File: src/rtl/pc_redirect_ctrl.sv
// PC redirect sequencer: arbitrates trap/mret/branch/halt and stall sources into PC controls.
// Optional perf counters (Redirect_Cnt, Stall_Cnt) are enabled by defining PC_CTRL_PERF_EN.
module pc_redirect_ctrl #(
  parameter int unsigned       DWIDTH       = 32,
  parameter logic [DWIDTH-1:0] TRAP_VEC     = 32'h0000_0100,
  parameter int unsigned       FLUSH_CYCLES = 2
) (
  input  logic              Clk_Core,
  input  logic              Rst_Core,
  input  logic              Trap_Req,
  input  logic [DWIDTH-1:0] Trap_Pc,
  input  logic              Mret_Req,
  input  logic              Br_Taken,
  input  logic [DWIDTH-1:0] Br_Target,
  input  logic              Halt_Req,
  input  logic              Resume,
  input  logic              Load_Use_Haz,
  input  logic              Imem_Ready,
  output logic              PC_Sel,
  output logic              Stall,
  output logic              Flush,
  output logic [DWIDTH-1:0] Program_Count_Imm,
  output logic              Flush_Pipe,
  output logic [DWIDTH-1:0] Epc,
  output logic              Halted
`ifdef PC_CTRL_PERF_EN
  ,
  output logic [31:0]       Redirect_Cnt,
  output logic [31:0]       Stall_Cnt
`endif
);

  typedef enum logic [1:0] {StRun, StDrain, StHalt} state_e;

  localparam logic [2:0] DrainInit = 3'(FLUSH_CYCLES - 1);

  state_e            state_q, state_d;
  logic [2:0]        cnt_q, cnt_d;
  logic [DWIDTH-1:0] epc_q, epc_d;

  logic              pc_sel, stall, flush, flush_pipe, redirect;
  logic [DWIDTH-1:0] pc_imm;

  always_comb begin
    state_d    = state_q;
    cnt_d      = cnt_q;
    epc_d      = epc_q;
    pc_sel     = 1'b0;
    stall      = 1'b0;
    flush      = 1'b0;
    flush_pipe = 1'b0;
    redirect   = 1'b0;
    pc_imm     = '0;
    unique case (state_q)
      StRun: begin
        if (Trap_Req) begin
          flush    = 1'b1;
          pc_imm   = TRAP_VEC;
          epc_d    = Trap_Pc;
          redirect = 1'b1;
        end else if (Mret_Req) begin
          flush    = 1'b1;
          pc_imm   = epc_q;
          redirect = 1'b1;
        end else if (Br_Taken) begin
          pc_sel   = 1'b1;
          pc_imm   = Br_Target;
          redirect = 1'b1;
        end else if (Halt_Req) begin
          stall   = 1'b1;
          state_d = StHalt;
        end else begin
          stall = Load_Use_Haz | ~Imem_Ready;
        end
        // A redirect overrides every stall source; the squash window starts now.
        if (redirect) begin
          flush_pipe = 1'b1;
          if (FLUSH_CYCLES > 1) begin
            state_d = StDrain;
            cnt_d   = DrainInit;
          end
        end
      end
      StDrain: begin
        flush_pipe = 1'b1;
        stall      = ~Imem_Ready;
        cnt_d      = cnt_q - 3'd1;
        if (cnt_q == 3'd1) begin
          state_d = StRun;
        end
      end
      StHalt: begin
        stall = 1'b1;
        if (Resume) begin
          state_d = StRun;
        end
      end
      default: begin
        state_d = StRun;
      end
    endcase
  end

  always_ff @(posedge Clk_Core or posedge Rst_Core) begin
    if (Rst_Core) begin
      state_q <= StRun;
      cnt_q   <= '0;
      epc_q   <= '0;
    end else begin
      state_q <= state_d;
      cnt_q   <= cnt_d;
      epc_q   <= epc_d;
    end
  end

  // Outputs are forced low while reset is held, even though requests may be active.
  assign PC_Sel            = pc_sel & ~Rst_Core;
  assign Stall             = stall & ~Rst_Core;
  assign Flush             = flush & ~Rst_Core;
  assign Flush_Pipe        = flush_pipe & ~Rst_Core;
  assign Program_Count_Imm = Rst_Core ? '0 : pc_imm;
  assign Halted            = (state_q == StHalt) & ~Rst_Core;
  assign Epc               = epc_q;

`ifdef PC_CTRL_PERF_EN
  logic [31:0] redirect_cnt_q, stall_cnt_q;

  always_ff @(posedge Clk_Core or posedge Rst_Core) begin
    if (Rst_Core) begin
      redirect_cnt_q <= '0;
      stall_cnt_q    <= '0;
    end else begin
      if (redirect && (redirect_cnt_q != 32'hFFFF_FFFF)) begin
        redirect_cnt_q <= redirect_cnt_q + 32'd1;
      end
      if (stall && (stall_cnt_q != 32'hFFFF_FFFF)) begin
        stall_cnt_q <= stall_cnt_q + 32'd1;
      end
    end
  end

  assign Redirect_Cnt = redirect_cnt_q;
  assign Stall_Cnt    = stall_cnt_q;
`endif

endmodule

File: config.mk
export PLATFORM = sky130hd
export DESIGN_NAME = pc_redirect_ctrl
export DESIGN_NICKNAME = d
export VERILOG_FILES = /design/src/rtl/pc_redirect_ctrl.sv
export SDC_FILE = /design/constraint.sdc
export NUM_CORES = 1
export LEC_CHECK = 0
export CORE_AREA = 2 2 83 85
export CTS_BUF_LIST = sky130_fd_sc_hd__clkbuf_8
export CTS_CLUSTER_SIZE = 16
export DETAILED_ROUTE_END_ITERATION = 6
export DIE_AREA = 0 0 85 87
export GPL_TIMING_DRIVEN = 0
export PLACE_DENSITY = 0.71
export SLEW_MARGIN = 5
export SYNTH_ARGS = -nofsm -noshare
export SYNTH_HDL_FRONTEND = slang
export SYNTH_SLANG_ARGS = --single-unit
File: constraint.sdc
create_clock -name Clk_Core -period 2.2 [get_ports Clk_Core]
set_input_delay 0.44 -clock Clk_Core [delete_from_list [all_inputs] [get_ports Clk_Core]]
set_output_delay 0.44 -clock Clk_Core [all_outputs]
set_load 0.03 [all_outputs]
==> run summary <==
## Outcome
* result of the run: finished with violations
* violations in the final reports: setup timing

## Clock tree
* clock tree from TritonCTS: done
* clock tree root driver cell: sky130_fd_sc_hd__clkbuf_8
* number of levels in the clock H-tree: 2
* Bufs on Longest Clock Path: 2
* number of sinks handled by clock tree synthesis: 37
* clock transition at the register clock pins on the worst setup and hold paths after CTS: 80 ps
* number of clock buffers inserted by TritonCTS: 5
* clock latency at the later pin of the worst-skew pair: 290 ps
* # hold bufs at CTS: 0

## Drt
* total met3 wirelength after detailed routing: 518 um
* routed length on met2: 3140 um
* detailed-route via count: 1,886
* uppermost layer routed: met4
* TritonRoute pass-1 iters: 4
* number of remaining DRC errors: 0
* Routed wire per std cell: 16.0 um
* First DRT Iteration DRCs: 37
* total wire length after detailed routing: 6160 um
* Vias per Instance: 4.91
* wire length on met1: 2450 um
* residual antenna-violating net count after detailed routing: 0

## Synth
* count of distinct cell types in the synthesized netlist: 29
* number of enable-type register cells in the synthesized netlist: 0
* synthesis warning total: 0
* share of flip-flops with an asynchronous set or reset after synthesis: 100%
* most frequently used flop master after synthesis: sky130_fd_sc_hd__dfrtp_1
* number of register bits inferred by synthesis: 37
* Syn Nets: 222
* area of the mapped netlist: 1890 um^2
* per-instance average area after synthesis: 12.9 um^2
* share of synthesized area occupied by flip-flops and latches: 48.9%
* cell count after synthesis: 147

## Pwr
* power density normalized to cell area: 1080 nW/um^2
* Power Total: 4.08 mW
* LEAKAGE: 1.64 nW
* worst-case vdd ir drop: 0.000694 V

## GRT
* Remaining Overflow, GRT: 0
* wire length of the first global-routing pass: 9630 um
* maximum number of pins on one net before global-route repair: 39
* antenna violations before repair: 0
* GRT Util Overall: 16.3%
* number of global-route vias before repair: 1,907

## Timing
* number of pins with negative max-slew slack in the final report: 0
* Clock Skew: 5.86 ps
* minimum clock period: 2420 ps
* FMAX: 0.413 GHz
* Worst Tran Pin Value: 482 ps
* Rel. slew slack: 67.8%
* Final Hold Violating Endpoints: 0
* final setup violating endpoints: 32
* unrepaired setup endpoints after global routing: true
* min setup slack post-route: -222 ps
* Final Cycle Share: 110%
* worst slack on hold paths: 231 ps

## Critical path
* critical path type: register to primary output
* most repeated library cell on the critical path: sky130_fd_sc_hd__buf_6
* Worst R2R Setup Slack: 300 ps
* critical-path maximum fanout: 8
* CP cell instances: or3_4 -> nor4b_4 -> buf_6 -> clkbuf_16 -> a22o_1 -> buf_6
* endpoint required time on the critical path: 1760 ps
* Max stage delay cell, worst path: sky130_fd_sc_hd__or3_4
* capturing point of the worst reg2reg path: Epc[1]
* maximum cell stage delay along the critical path: 410 ps
* arrival time reported for the critical path endpoint: 1980 ps
* nature of the critical path endpoint: primary output
* Worst R2R Path Depth: 5
* Setup crit start kind: register
* launching point of the worst reg2reg path: state_q[1]

## Floorplan
* Die W: 85 um
* initial standard-cell utilization of the core: 28.8%
* Row Count: 30
* area of the core: 6570 um^2
* IO Count: 142
* chip height: 87 um
* die area: 7400 um^2

## Place
* number of buffer cells added on primary ports: 141
* setup slack at placement: -1170 ps
* DP Wirelength: 4340 um
* Routability Congestion: 0.733

## Cells and area
* commonest non-fill, non-tap cell in the layout: sky130_fd_sc_hd__clkdlybuf4s50_1
* final antenna diode count: 0
* area grow syn2layout: 99.9%
* final net count: 378
* number of fillers in the final layout: 604
* share of the core filled with cells: 57.6%
* most frequent cells in the layout: 101 x sky130_fd_sc_hd__clkdlybuf4s50_1, 37 x sky130_fd_sc_hd__dfrtp_1, 34 x sky130_fd_sc_hd__buf_6
* share of final-layout standard cells stronger than drive strength 1: 36.5%

## Worst hold path
* HP Class: primary input to async pin

## Flow run
* count of max-cap constraint violations: 0

power by group:
| part | leakage [nW] | internal, mW | switching, mW |
|---|---|---|---|
| logic | 1.14 | 1.06 | 1.11 |
| registers | 0.437 | 1.02 | 0.270 |
| clock network | 0.0626 | 0.365 | 0.252 |
kinds of logic (layout without fill, tap and decap cells):
| group | Yosys count | in the layout | synth area share, % |
|---|---|---|---|
| flip-flops | 37 | 37 | 48.9 |
| adder cells (fa/ha/maj) | 2 | 2 | 1.32 |
| multiplexers | 32 | 32 | 19.0 |
| buffers and inverters | 17 | 174 | 5.29 |
| AND/OR/NAND/NOR | 17 | 17 | 6.61 |
| AO/OA/AOI/OAI | 42 | 42 | 18.8 |
layout make-up:
| class | count | area (um^2) | area share (%) |
|---|---|---|---|
| repair buffers | 151 | 1580 | 41.7 |
| multi-input cells | 93 | 946 | 25.0 |
| flip-flops and latches | 37 | 926 | 24.5 |
| well taps | 80 | 100 | 2.65 |
| plain buffers | 10 | 93.8 | 2.48 |
| clock buffers | 6 | 82.6 | 2.18 |
| clock inverters | 2 | 33.8 | 0.893 |
| inverters | 5 | 21.3 | 0.562 |
timing repair:
| item | CTS | global route |
|---|---|---|
| setup buffers | 6 | 1 |
| pin swaps | 13 | 21 |
| resized for setup | 253 | 17 |
| endpoints found under the setup margin | 37 | 36 |
| cloned | 1 | 2 |
synthesized netlist by cell type (all sizes together) (2+ instances only):
| cell type | instances | share of area, % |
|---|---|---|
| dfrtp | 37 | 49 |
| a22o | 32 | 15 |
| mux2 | 32 | 19 |
| buf | 9 | 3.7 |
| inv | 5 | 0.99 |
| a21oi | 3 | 0.79 |
| clkbuf | 3 | 0.60 |
| nor2 | 3 | 0.60 |
| nor3 | 3 | 0.79 |
| ha | 2 | 1.3 |
| o21ai | 2 | 0.53 |
state kept, by name, indices dropped and copies added, names as in the netlist:
name	count
Epc	32
cnt_q	3
state_q	2
stage by stage:
stage	setup TNS, ps	cell area, um^2	instances
after floorplan	0	1890	147
after global placement	-47830	3400	368
after CTS	-9690	3690	382
final	-6180	3780	384
after global routing	-8560	3780	384
after detailed placement	-44610	3400	368
critical path, delay by kind of cell (launching register included):
kind | cells | cell delay, ps
buf+inv | 3 | 510
flops | 1 | 400
compound gates | 1 | 140
simple gates | 2 | 630
worst max-delay path by stage:
stage               depth (start not counted)       start  slack, ps                    end
floorplan                                   5  state_q[1]          3  Program_Count_Imm[27]
global placement                            4    Rst_Core      -1380                  Stall
detailed placement                          7    Trap_Req      -1170  Program_Count_Imm[29]
CTS                                         7  state_q[1]       -350   Program_Count_Imm[5]
global route                                6  state_q[1]       -300   Program_Count_Imm[5]
finish                                      6  state_q[1]       -220  Program_Count_Imm[13]
per-layer routing:
layer | global-route usage (%) | vias up
met2 | 28.3 | 94
met5 | 0 | -
li1 | - | 874
met1 | 20.0 | 912
met3 | 4.93 | 6
met4 | 3.46 | 0
(Power assumes the default switching activity.)
==> RTL change (config.mk and constraints unchanged) <==
Change the parameter `DWIDTH` from 32 to 16.
--- a/src/rtl/pc_redirect_ctrl.sv
+++ b/src/rtl/pc_redirect_ctrl.sv
@@ -1,7 +1,7 @@
 // PC redirect sequencer: arbitrates trap/mret/branch/halt and stall sources into PC controls.
 // Optional perf counters (Redirect_Cnt, Stall_Cnt) are enabled by defining PC_CTRL_PERF_EN.
 module pc_redirect_ctrl #(
-  parameter int unsigned       DWIDTH       = 32,
+  parameter int unsigned       DWIDTH       = 16,
   parameter logic [DWIDTH-1:0] TRAP_VEC     = 32'h0000_0100,
   parameter int unsigned       FLUSH_CYCLES = 2
 ) (
Interface: changed (resized Br_Target, Epc, Program_Count_Imm and Trap_Pc); port bits go from 142 to 78. No check against the original RTL was run, so the function may have changed too.
==> RTL change against the original RTL <==
The flow still finishes with violations (negative setup slack); combinational power shrank 43%; area after synthesis decreased by 41%; worst setup slack gained 0.031 ns; design area fell by 41%; power shrank 46%; non-clock buffer count fell by 70; routed wire length decreased by 34%; sequential cell count fell by 16; clock skew decreased by 0.0041 ns.
==> RTL change: results (changes against the original RTL) <==
H-tree depth -> 1 (-1)
Wire per inst -> 15.4 µm (-3.9%)
Post-synthesis sequential area ratio -> 46.9% (-2.1 points)
Most frequent cells after synthesis -> dfrtp_1, a22o_1, mux2_2
Clk_lat worst skew -> 0.26 ns (-0.03 ns)
Vias in the first global route -> 1242 (-35%)
Synth Net Count -> 134 (-40%)
Setup_tns -> -2.66 ns (+3.51 ns)
Max VDD drop -> 0.000607 V (-13%)
Failing checks -> negative setup slack
Fillers -> 671 (+11%)
Crit path to -> Program_Count_Imm[4]
Mux share of post-synthesis cell area -> 16.1% (-3.0 points)
Via Count -> 1134 (-40%)
GRT Total Usage -> 11.0% (-5.2 points)
DP HPWL -> 2.72 mm (-37%)
Adder-Cell Fraction of Synth Area -> 2.23% (+0.91 points)
Synth top area cells -> dfrtp_1, mux2_2, a22o_1, ha_1, nor3b_2
Reg-to-reg slack, setup -> 0.11 ns (-0.19 ns)
Crit path largest cell delay -> 0.43 ns (+0.02 ns)
Static Leak -> 0.948 nW (-42%)
CP arrival -> 1.95 ns (-0.03 ns)
Total Wirelength -> 4.04 mm (-34%)
R2r startpoint -> state_q[0]
RD Place Congestion -> 0.710 (-3.2%)
Starting DRT DRC Count -> 51 (+38%)
Largest net degree at the start of global routing -> 12 (-69%)
Status -> finished with violations
Slew Limit Headroom -> 54.4% (-13 points)
Placed Instance Area -> 2000 µm² (-41%)
Final setup violation count -> 16 (-50%)
Cell variety after synth -> 25 (-14%)
Worst setup margin -> -0.191 ns (+0.0308 ns)
I/O Buffers -> 77 (-45%)
Pre-CTS setup slack -> -1.11 ns (+0.0627 ns)
Placed Cells -> 248 (-33%)
Gate Count Post-Synth -> 91 (-38%)
Net switching power -> 0.917 mW (-44%)
Max FO, Critical Path -> 5 (-3)
Reg2Reg Capture Point -> Epc[9]
Cts bufs inserted -> 3 (-2)
Nets -> 226 (-40%)
Synth Area in Compound Gates -> 18.3% (-0.48 points)
Clk_skew -> 0.00178 ns (-0.00408 ns)
First-pass GRT wire length -> 6.35 mm (-34%)
==> RTL change: how the worst min path moves through the flow <==
stage / startpoint / endpoint / slack (ns) / cells after the start
detailed placement: cnt_q[1] / cnt_q[1] / 0.48 / 1
floorplan: Rst_Core / Epc[0] / 0.42 / 1
finish: Rst_Core / cnt_q[2] / 0.30 / 2
global route: Rst_Core / Epc[8] / 0.31 / 2
global placement: cnt_q[1] / cnt_q[1] / 0.47 / 1
CTS: Rst_Core / Epc[8] / 0.30 / 2
==> RTL change: kinds of logic (layout without fill, tap and decap cells) <==
family	Yosys count	after routing
buf+inv	10	101
mux	16	16
fa+ha+maj	2	2
flops	21	21
compound gates	26	26
simple gates	16	16
==> RTL change: final cells by class <==
cell class	instances	area, µm²	share of cell area, %
Buffer	3	30.0	1.35
Clock buffer	3	41.3	1.86
Clock inverter	1	3.75	0.169
Inverter	5	22.5	1.01
Multi-Input combinational cell	60	608	27.3
Sequential cell	21	527	23.7
Tap cell	80	100	4.50
Timing Repair Buffer	88	886	39.8
Timing Repair inverter	1	5.00	0.225
==> RTL change: what timing repair did <==
item                                    CTS  global route
endpoints found under the setup margin   31            18
gates cloned                              2             1
buffers inserted                          6             3
resized for setup                       143             5
pin swaps                                13             8
hold buffers                              0             0
==> RTL change: worst max-delay path: cells and delay by family (launching register included) <==
| family | cells | cell delay, ns |
|---|---|---|
| AOI/OAI and AO/OA | 1 | 0.14 |
| buffers and inverters | 3 | 0.44 |
| and+or+nand+nor | 2 | 0.70 |
| DFF | 1 | 0.41 |
==> RTL change: layer usage <==
layer  wire length (µm)  GRT usage [%]  part of all wire, %
met1               1730           13.6                   43
met2               2030           19.1                   50
met3                263           3.70                  6.5
met4                 16           1.73                 0.40
met5                  0              0                    0
==> RTL change: power groups by stage <==
stage	clock network (mW)	logic [mW]	registers, mW
after detailed placement	0	1.20	0.722
final	0.258	1.23	0.728
after CTS	0.276	1.24	0.728
after global placement	0	1.17	0.713
after floorplan	0	0.390	1.00
after global routing	0.296	1.32	0.756
